## src/rtl/ram_burst_master.sv

```systemverilog
// Burst engine for a single-port synchronous RAM: streams write beats in and read beats out.
// Optional macro BURST_WRAP_ERR_EN rejects bursts that would cross the top of the address space.
module ram_burst_master #(
    parameter int DATA_W = 32,
    parameter int ADDR_W = 7,
    parameter int LEN_W  = 7
) (
    input  logic              clk,
    input  logic              rst_n,
    input  logic              cmd_valid,
    output logic              cmd_ready,
    input  logic              cmd_write,
    input  logic [ADDR_W-1:0] cmd_addr,
    input  logic [LEN_W-1:0]  cmd_len,
    output logic              cmd_err,
    input  logic              wr_valid,
    output logic              wr_ready,
    input  logic [DATA_W-1:0] wr_data,
    output logic              rd_valid,
    input  logic              rd_ready,
    output logic [DATA_W-1:0] rd_data,
    output logic              rd_last,
    output logic              busy,
    output logic              ram_we,
    output logic [ADDR_W-1:0] ram_address,
    output logic [DATA_W-1:0] ram_d,
    input  logic [DATA_W-1:0] ram_q
);

    typedef enum logic [1:0] {S_IDLE, S_WRITE, S_READ} state_t;

    state_t                  state_q, state_d;
    logic [ADDR_W-1:0]       addr_q, addr_d, addr_hold_q;
    logic [LEN_W-1:0]        len_q, len_d;
    logic [LEN_W:0]          cnt_q, cnt_d;
    logic                    infl_q, infl_d, infl_last_q, infl_last_d;
    logic [1:0][DATA_W-1:0]  buf_data_q;
    logic [1:0]              buf_last_q;
    logic                    rptr_q, wptr_q;
    logic [1:0]              occ_q;

    logic                    accept, pop, wr_beat, issue, last_issue;
    logic [2:0]              pend;

    assign accept     = cmd_valid & cmd_ready;
    assign pop        = rd_valid & rd_ready;
    assign wr_beat    = (state_q == S_WRITE) & wr_valid;
    assign last_issue = (cnt_q == {1'b0, len_q});
    // Entries that will occupy the buffer once the in-flight read lands and this cycle's pop leaves.
    assign pend       = {1'b0, occ_q} + {2'b0, infl_q} - {2'b0, pop};
    assign issue      = (state_q == S_READ) && (cnt_q <= {1'b0, len_q}) && (pend < 3'd2);

`ifdef BURST_WRAP_ERR_EN
    localparam int SPAN_W = ADDR_W + LEN_W + 1;
    localparam logic [SPAN_W-1:0] ADDR_MAX = SPAN_W'((2 ** ADDR_W) - 1);
    logic bad_cmd;
    logic err_q, err_d;
    assign bad_cmd = (SPAN_W'(cmd_addr) + SPAN_W'(cmd_len)) > ADDR_MAX;
    assign cmd_err = err_q;
`else
    assign cmd_err = 1'b0;
`endif

    always_comb begin
        state_d     = state_q;
        addr_d      = addr_q;
        len_d       = len_q;
        cnt_d       = cnt_q;
        infl_d      = issue;
        infl_last_d = issue & last_issue;
`ifdef BURST_WRAP_ERR_EN
        err_d       = 1'b0;
`endif
        case (state_q)
            S_IDLE: begin
                if (accept) begin
`ifdef BURST_WRAP_ERR_EN
                    if (bad_cmd) err_d = 1'b1;
                    else
`endif
                    begin
                        addr_d  = cmd_addr;
                        len_d   = cmd_len;
                        cnt_d   = '0;
                        state_d = cmd_write ? S_WRITE : S_READ;
                    end
                end
            end
            S_WRITE: begin
                if (wr_beat) begin
                    addr_d = addr_q + ADDR_W'(1);
                    cnt_d  = cnt_q + (LEN_W+1)'(1);
                    if (last_issue) state_d = S_IDLE;
                end
            end
            S_READ: begin
                if (issue) begin
                    addr_d = addr_q + ADDR_W'(1);
                    cnt_d  = cnt_q + (LEN_W+1)'(1);
                end
                if (pop && rd_last) state_d = S_IDLE;
            end
            default: state_d = S_IDLE;
        endcase
    end

    always_ff @(posedge clk) begin
        if (!rst_n) begin
            state_q     <= S_IDLE;
            addr_q      <= '0;
            len_q       <= '0;
            cnt_q       <= '0;
            infl_q      <= 1'b0;
            infl_last_q <= 1'b0;
            addr_hold_q <= '0;
`ifdef BURST_WRAP_ERR_EN
            err_q       <= 1'b0;
`endif
        end else begin
            state_q     <= state_d;
            addr_q      <= addr_d;
            len_q       <= len_d;
            cnt_q       <= cnt_d;
            infl_q      <= infl_d;
            infl_last_q <= infl_last_d;
            addr_hold_q <= ram_address;
`ifdef BURST_WRAP_ERR_EN
            err_q       <= err_d;
`endif
        end
    end

    // Two-entry response buffer; ram_q is pushed the cycle after its address was issued.
    always_ff @(posedge clk) begin
        if (!rst_n) begin
            buf_data_q <= '0;
            buf_last_q <= '0;
            rptr_q     <= 1'b0;
            wptr_q     <= 1'b0;
            occ_q      <= '0;
        end else begin
            if (infl_q) begin
                buf_data_q[wptr_q] <= ram_q;
                buf_last_q[wptr_q] <= infl_last_q;
                wptr_q             <= ~wptr_q;
            end
            if (pop) rptr_q <= ~rptr_q;
            occ_q <= occ_q + {1'b0, infl_q} - {1'b0, pop};
        end
    end

    assign cmd_ready   = (state_q == S_IDLE);
    assign wr_ready    = (state_q == S_WRITE);
    assign busy        = (state_q != S_IDLE);
    assign ram_we      = wr_beat;
    assign ram_address = ((state_q == S_WRITE) || issue) ? addr_q : addr_hold_q;
    assign ram_d       = (state_q == S_WRITE) ? wr_data : '0;
    assign rd_valid    = (occ_q != 2'd0);
    assign rd_data     = buf_data_q[rptr_q];
    assign rd_last     = rd_valid & buf_last_q[rptr_q];

endmodule

```

## config.mk

```make
export PLATFORM = sky130hd
export DESIGN_NAME = ram_burst_master
export DESIGN_NICKNAME = d
export VERILOG_FILES = /design/src/rtl/ram_burst_master.sv
export SDC_FILE = /design/constraint.sdc
export NUM_CORES = 1
export LEC_CHECK = 0
export CAP_MARGIN = 0
export CORE_ASPECT_RATIO = 0.5
export CORE_UTILIZATION = 52
export CTS_BUF_LIST = sky130_fd_sc_hd__clkbuf_2
export DETAILED_ROUTE_END_ITERATION = 10
export GPL_TIMING_DRIVEN = 0
export PLACE_DENSITY = 0.95
export SLEW_MARGIN = 20
export SYNTH_ARGS = -nofsm -noshare
export SYNTH_HDL_FRONTEND = slang
export SYNTH_SLANG_ARGS = --single-unit
```

## constraint.sdc

```tcl
create_clock -name clk -period 9.9 [get_ports clk]
set_clock_uncertainty 0.05 [all_clocks]
set_input_delay 1.98 -clock clk [delete_from_list [all_inputs] [get_ports clk]]
set_output_delay 1.98 -clock clk [all_outputs]
set_load 0.03 [all_outputs]
```

==> results of run 1 <==
## layer usage
layer	global-route usage [%]	routed length (um)
met1	34.9	6010
met2	48.1	6850
met3	6.60	795
met4	7.65	215
met5	0	0
## cells in the final DEF, fill, tap and decap left out, types with 2 or more instances in the layout
master             n
buf_6              2
nor2b_1            2
buf_4              4
a21o_1             2
mux2i_1           12
mux2_2            36
nor2_1            17
inv_1             22
clkbuf_1          35
dfxtp_1          103
o21a_1             2
o21ai_1            2
and2_1            36
clkdlybuf4s50_1  158
clkinvlp_4         3
a41o_1             3
a21oi_1           79
or2_1              3
nand4_1            3
a31oi_1           10
buf_1              4
mux2_1             8
nand3_1           14
o21ai_0            2
a31o_1             7
ha_1              14
nand2_1          176
clkbuf_2          10
nor3_1             3
or2_2              2
a211oi_1           2
nand2b_1           7
## area by class of cell
cell class / instances / share of cell area [%]
clock inverters: 6 / 0.810
clock buffers: 10 / 0.720
plain buffers: 46 / 2.94
well taps: 135 / 2.43
flip-flops and latches: 103 / 29.7
inverters: 24 / 1.30
repair buffers: 158 / 22.8
multi-input cells: 458 / 39.4
## worst register-to-register path, cell delays in order, from the launching register on
cell and delay [ps]:
dfxtp_1 420, o21ai_1 260, inv_1 70, ha_1 270, inv_1 60, ha_1 130, inv_1 50, fa_1 370
xnor2_1 150, nand3_1 160, a221oi_4 490, and2_1 240, buf_6 160, mux2i_1 210
## path summary, 6_finish.rpt
kind	from	to	slack, ps	depth (start not counted)
worst min-delay path	buf_data_q[43]	buf_data_q[43]	420	2
worst max register to register	occ_q[1]	cnt_q[0]	6770	13
worst min register to register	buf_data_q[43]	buf_data_q[43]	420	2
worst max-delay path	rd_ready	ram_address[5]	2490	15
## where the power goes
group	internal [uW]	total, uW	switching [uW]
Clock	37.2	186	149
Sequential	450	476	26.1
Combinational	210	484	274
## state kept, by name, indices dropped and copies added (netlist names)
register and count:
rptr_q 1, len_q 7, addr_hold_q 7, state_q 2, infl_q 1, buf_last_q 2
cnt_q 8, infl_last_q 1, occ_q 2, wptr_q 1, addr_q 7, buf_data_q 64
## cells by family (layout without fill, tap and decap cells)
family | after synthesis | in the layout
buf+inv | 70 | 244
simple gates | 266 | 266
compound gates | 118 | 118
flops | 103 | 103
mux | 56 | 56
fa+ha+maj | 15 | 15
other cells | 1 | 1
xor+xnor | 2 | 2
## per-stage QoR
step / setup slack [ps] / power, uW / hold slack, ps / util [%]
2_1_floorplan: 3570 / 795 / 381 / -
3_3_place_gp: 2500 / 949 / 388 / 72.2
3_5_place_dp: 2480 / 962 / 396 / 72.2
4_1_cts: 2470 / 1150 / 424 / 73.3
5_1_grt: 2320 / 1210 / 439 / 73.3
6_report: 2490 / 1150 / 421 / 73.3
==> qor.csv, run 1 <==
stage,metric,value,unit
detailed_routing,drt_first_pass_iters,5,
synth,postSynthAreaPerCell,8.07,um2
global_route,vias_in_the_first_global_route,4742,
synth,synth-seq-area-share,40.5,%
floorplan,die-area,0.0102,mm2
placement,dpl.hpwl,10300,um
final_layout,drive_above_1_share,8.32,%
floorplan,initial_cell_density_of_the_core,53.7,%
placement,placement.io_buffers,158,
run_status,run_status,"complete, no violations",
worst_setup_path,cp_max_fo,10,
timing,rsz0062_at_grt,no,
synth,post_synth_most_frequent_cells,"176 x nand2_1, 103 x dfxtp_1, 79 x a21oi_1, 36 x and2_1, 36 x mux2_2",
clock_network,clk_transition_reported_paths,310,ps
synth,postSynthRegisterBits,103,
global_route,gr-usage-all-layers,27.7,%
worst_setup_path,cp_cell_sequence,"clkdlybuf4s50_1, o21ai_1, inv_1, ha_1, inv_1, ha_1, inv_1, fa_1, xnor2_1, nand3_1, a21o_1, o21bai_4, buf_6, mux2_1, clkdlybuf4s50_1",
clock_network,postCtsSetupRepairBufs,0,
synth,ys_warn_count,0,
synth,post_synthesis_xor_xnor_area_fraction,0.344,%
placement,place_inst,924,
detailed_routing,detail_route.drc_violations,0,
synth,synth_top_family_by_area,simple AND/OR/NAND/NOR gates,
final_layout,finish.net_count,899,
detailed_routing,route.antenna.remaining_nets,0,
pwr,power.static_leakage,0.00255,uW
worst_setup_path,setup.worst_path.end_class,output pin,
floorplan,floorplan.io_pins,162,
timing,setup-tns-final,0,ps
final_layout,area.growth.synth_to_final,36.5,%
detailed_routing,vias,4960,
worst_setup_path,cp.buffers_inverters,6,
synth,synthMostInstantiatedCell,nand2_1,
floorplan,fp-row-count,25,
synth,synth_edf_count,0,
synth,yosys-mux-area-fraction,12.1,%
timing,timing.final.crit_period,7410,ps
floorplan,die_height,72.0,um
final_layout,seq_area,0.00206,mm2
worst_setup_path,crit_path_start_kind,primary input,
worst_setup_path,critPathKind,in2out,
worst_setup_path,cpPeakStageDelay,600,ps
placement,placer_congestion,0.865,
clock_network,ctsResizeCount,0,
detailed_routing,routed_wirelength,13900,um
floorplan,core_area,0.00948,mm2
synth,synthDominantAreaCellType,dfxtp_1,
synth,synth_area_leaders,"dfxtp_1 41%, nand2_1 13%, mux2_2 8.0%, a21oi_1 7.8%, and2_1 4.4%",
synth,synth_simple_gate_area_share,23.2,%
synth,synth_area,0.00509,mm2
worst_setup_path,worst_ep_required_time,7870,ps
synth,ys.flop_type,dfxtp_1,
worst_setup_path,crit_path_top_delay_cell,clkdlybuf4s50_1,
clock_network,numCtsBuffers,9,
pwr,power.ir.vdd_worst,0.0889,mV
global_route,grt_antenna_before_repair,0,
timing,worst_slew_pin_slew,648,ps
clock_network,clock_latency,600,ps
global_route,grt_start_max_net_pins,19,
job,cap_violations,0,
timing,setup_violations,0,
timing,timing.slew.headroom,56.8,%
final_layout,diodes,0,
synth,synth_compound_area_share,14.2,%
synth,synth.net_count,730,
worst_setup_path,critPathTopFamily,buffers and inverters,
clock_network,clock_tree_from_tritoncts,done,
detailed_routing,dr.first_iter.drc_count,420,
clock_network,holdBufCountCts,0,
clock_network,clock-sinks,103,
floorplan,die_w,142,um
synth,ys_types,48,
worst_setup_path,timing.critical_path.arrival,5380,ps
pwr,pwr_density_cell,165,mW/mm2
clock_network,htreeDepth,3,
clock_network,cts_root_buffer,clkbuf_2,
final_layout,multi_input_area,0.00274,mm2
synth,postSynthCellCount,631,
timing,period_share,74.9,%
detailed_routing,routed_wirelength_normalized_by_instance_count,14.8,um
timing,achievable-frequency,135,MHz
placement,place_area,0.00684,mm2
final_layout,final_cell_area,0.00695,mm2
synth,synth_top_area_share,40.5,%
synth,synth_async_sr_flop_share,0,%
worst_hold_path,timing.hold.worst.class,reg2reg,
final_layout,fillerInstances,685,
worst_setup_path,crit_path_frequent_cell,inv_1,
timing,hold_viol,0,
final_layout,layoutNonFillerInstCount,940,
timing,timing.final.max_slew_violations,0,
global_route,globalRouteOverflowTotal,0,
clock_network,clk_path_buf_depth,2,
synth,yosys.area_share.adder,3.83,%
global_route,first_pass_grt_wire_length,22300,um
detailed_routing,avgViaCountPerCell,5.28,
Power figures use the tool's default switching activity.
==> inputs of run 2 (changes only) <==
--- a/config.mk
+++ b/config.mk
@@ -7,11 +7,11 @@
 export LEC_CHECK = 0
 export CAP_MARGIN = 0
 export CORE_ASPECT_RATIO = 0.5
-export CORE_UTILIZATION = 52
+export CORE_UTILIZATION = 43
 export CTS_BUF_LIST = sky130_fd_sc_hd__clkbuf_2
 export DETAILED_ROUTE_END_ITERATION = 10
 export GPL_TIMING_DRIVEN = 0
-export PLACE_DENSITY = 0.95
+export PLACE_DENSITY = 0.85
 export SLEW_MARGIN = 20
 export SYNTH_ARGS = -nofsm -noshare
 export SYNTH_HDL_FRONTEND = slang
==> constraint.sdc (replaced) <==
create_clock -name clk -period 6.6 [get_ports clk]
set_clock_uncertainty 0.05 [all_clocks]
set_input_delay 1.32 -clock clk [delete_from_list [all_inputs] [get_ports clk]]
set_output_delay 1.32 -clock clk [all_outputs]
set_load 0.03 [all_outputs]
==> run 2 against run 1 <==
- utilization shrank 11 points
- sequential cell count is the same
- clock-buffer cell count grew 1
- die area grew 20%
- setup slack lost 2000 ps
- first-iteration DRC count shrank 27%
- worst hold slack lost 2.2 ps
- sequential share of layout area shrank 0.11 points
- sequential power grew 50%
- clock power grew 54%
- total power grew 51%
- critical endpoint is now ram_address[4]
- largest power group unchanged
==> qor.csv, run 2 (same netlist as run 1, synthesis figures left out) <==
stage,metric,value,unit
final_layout,diodes,0,
worst_setup_path,reg2reg_to,addr_q[4],
clock_network,clk_path_buf_depth,2,
worst_setup_path,critPathTopFamily,buffers and inverters,
detailed_routing,drt_first_pass_iters,5,
worst_setup_path,reg2reg_slack,3490,ps
worst_hold_path,number_of_cells_on_the_worst_hold_path,2,
worst_setup_path,cp_max_fo,10,
floorplan,fp-row-count,27,
clock_network,clock-sinks,103,
detailed_routing,route.antenna.remaining_nets,0,
worst_setup_path,timing.critical_path.arrival,4780,ps
clock_network,cts_root_buffer,clkbuf_2,
global_route,grt_antenna_before_repair,0,
timing,hold_viol,0,
final_layout,drive_above_1_share,7.96,%
timing,timing.slew.headroom,56.0,%
timing,setup-tns-final,0,ps
worst_hold_path,holdCritStartpoint,buf_data_q[22],
worst_hold_path,min_delay_worst_endpoint,buf_data_q[22],
worst_hold_path,timing.hold.worst.class,reg2reg,
worst_setup_path,cp.buffers_inverters,6,
placement,placement.io_buffers,158,
timing,post-route-worst-setup-slack,453,ps
worst_setup_path,r2r.worst_path.cells,13,
clock_network,htreeDepth,3,
final_layout,final_cell_area,0.00697,mm2
timing,setup_violations,0,
clock_network,clk_transition_reported_paths,250,ps
clock_network,numCtsBuffers,9,
timing,timing.final.crit_period,6150,ps
timing,timing.final.max_slew_violations,0,
floorplan,core_area,0.0112,mm2
pwr,power.ir.vdd_worst,0.123,mV
clock_network,postCtsSetupRepairBufs,0,
floorplan,floorplan.io_pins,162,
final_layout,area.growth.synth_to_final,37.0,%
worst_setup_path,setup.worst_path.end_class,output pin,
worst_setup_path,critPathKind,in2out,
global_route,gr-usage-all-layers,23.0,%
pwr,pwr_density_cell,248,mW/mm2
detailed_routing,routed_wirelength_normalized_by_instance_count,14.3,um
floorplan,initial_cell_density_of_the_core,45.3,%
timing,worst_slew_pin_slew,660,ps
worst_setup_path,cp_cell_sequence,"clkdlybuf4s50_1, o21ai_1, inv_1, ha_1, inv_1, ha_1, inv_1, fa_1, xnor2_1, nand3_1, a21o_1, o21bai_4, buf_6, mux2_1, clkdlybuf4s50_1",
floorplan,die_w,156,um
timing,rsz0062_at_grt,no,
job,cap_violations,0,
timing,period_share,93.1,%
worst_setup_path,cpPeakStageDelay,600,ps
detailed_routing,dr.first_iter.drc_count,305,
final_layout,top_register,buf_data_q,
global_route,globalRouteOverflowTotal,0,
clock_network,clock_tree_from_tritoncts,done,
placement,placer_congestion,0.832,
worst_setup_path,crit_path_top_delay_cell,clkdlybuf4s50_1,
floorplan,die-area,0.0123,mm2
detailed_routing,avgViaCountPerCell,5.06,
global_route,grt_start_max_net_pins,16,
pwr,power.static_leakage,0.00256,uW
clock_network,clock_latency,600,ps
floorplan,die_height,78.9,um
placement,dp_worst_setup_slack,489,ps
clock_network,holdBufCountCts,0,
placement,dpl.hpwl,10500,um
final_layout,fillerInstances,991,
run_status,run_status,"complete, no violations",
final_layout,max_reg_flops,64,
final_layout,finish.net_count,899,
final_layout,reg_top3,"buf_data_q x64, cnt_q x8",
timing,achievable-frequency,163,MHz
worst_setup_path,worst_ep_required_time,5230,ps
final_layout,layout.cells.most_common,nand2_1,
detailed_routing,vias,4874,
clock_network,ctsResizeCount,0,
worst_setup_path,critical_path.reg2reg.startpoint,occ_q[1],
global_route,vias_in_the_first_global_route,4722,
detailed_routing,detail_route.drc_violations,0,
placement,place_area,0.00687,mm2
final_layout,layout.cells.most_common_list,"176 x nand2_1, 158 x clkdlybuf4s50_1, 103 x dfxtp_1",
global_route,first_pass_grt_wire_length,22600,um
worst_setup_path,crit_path_start_kind,primary input,
worst_setup_path,crit_path_frequent_cell,inv_1,
detailed_routing,routed_wirelength,13800,um
-- run 2: changes by cell type in the layout (fill, tap and decap cells not counted) --
cell        change
clkinv_4        -1
clkinv_8        -1
clkinv_1        +2
clkbuf_2        +1
bufinv_16       +1
clkinvlp_4      -3
-- run 2: how the worst max path moves through the flow --
| stage | startpoint | end | slack [ps] | depth (start not counted) |
|---|---|---|---|---|
| floorplan | rd_ready | ram_address[3] | 1590 | 13 |
| global placement | rd_ready | ram_address[4] | 480 | 15 |
| detailed placement | rd_ready | ram_address[4] | 490 | 15 |
| CTS | rd_ready | ram_address[4] | 470 | 15 |
| global route | rd_ready | ram_address[4] | 330 | 15 |
| finish | rd_ready | ram_address[4] | 450 | 15 |
-- run 2: final cells by class --
cell class	count	area, um2	area share, %
tap	159	199	2.85
clock inverter	4	46.3	0.664
sequential	103	2060	29.6
timing repair buffer	158	1580	22.7
inverter	24	90.1	1.29
clock buffer	11	55.1	0.790
buffer	46	204	2.92
multi-input combinational	458	2740	39.2
-- run 2: metal layers --
metal | GRT usage (%) | routed length, um | up-vias
met4 | 6.27 | 187 | 0
li1 | - | - | 2438
met2 | 39.1 | 6600 | 117
met3 | 4.59 | 595 | 16
met1 | 29.8 | 6430 | 2303
met5 | 0 | 0 | -
-- run 2: worst register-to-register path, stage by stage, from the launching register on --
cell and delay, ps:
dfxtp_1 410, o21ai_1 270, inv_1 80, ha_1 270, inv_1 60, ha_1 130, inv_1 50, fa_1 370
xnor2_1 140, nand3_1 170, a221oi_4 480, buf_4 270, a31oi_1 100, a31o_1 190
-- run 2: where the power goes --
group | switching, uW | total [uW] | leakage (uW) | internal, uW
Clock | 199 | 287 | 0.0000675 | 87.7
Combinational | 412 | 728 | 0.00166 | 316
Sequential | 38.4 | 713 | 0.000833 | 674
Total | 650 | 1730 | 0.00256 | 1080
-- run 2: metrics by stage --
stage                     utilization [%]  total power (uW)  std cells  hold WS [ps]
after floorplan                         -              1190        631           381
after global placement               61.1              1430        948           388
after detailed placement             61.1              1450        948           394
after CTS                            62.0              1730        963           420
after global routing                 62.0              1820        963           440
final                                62.0              1730        963           419
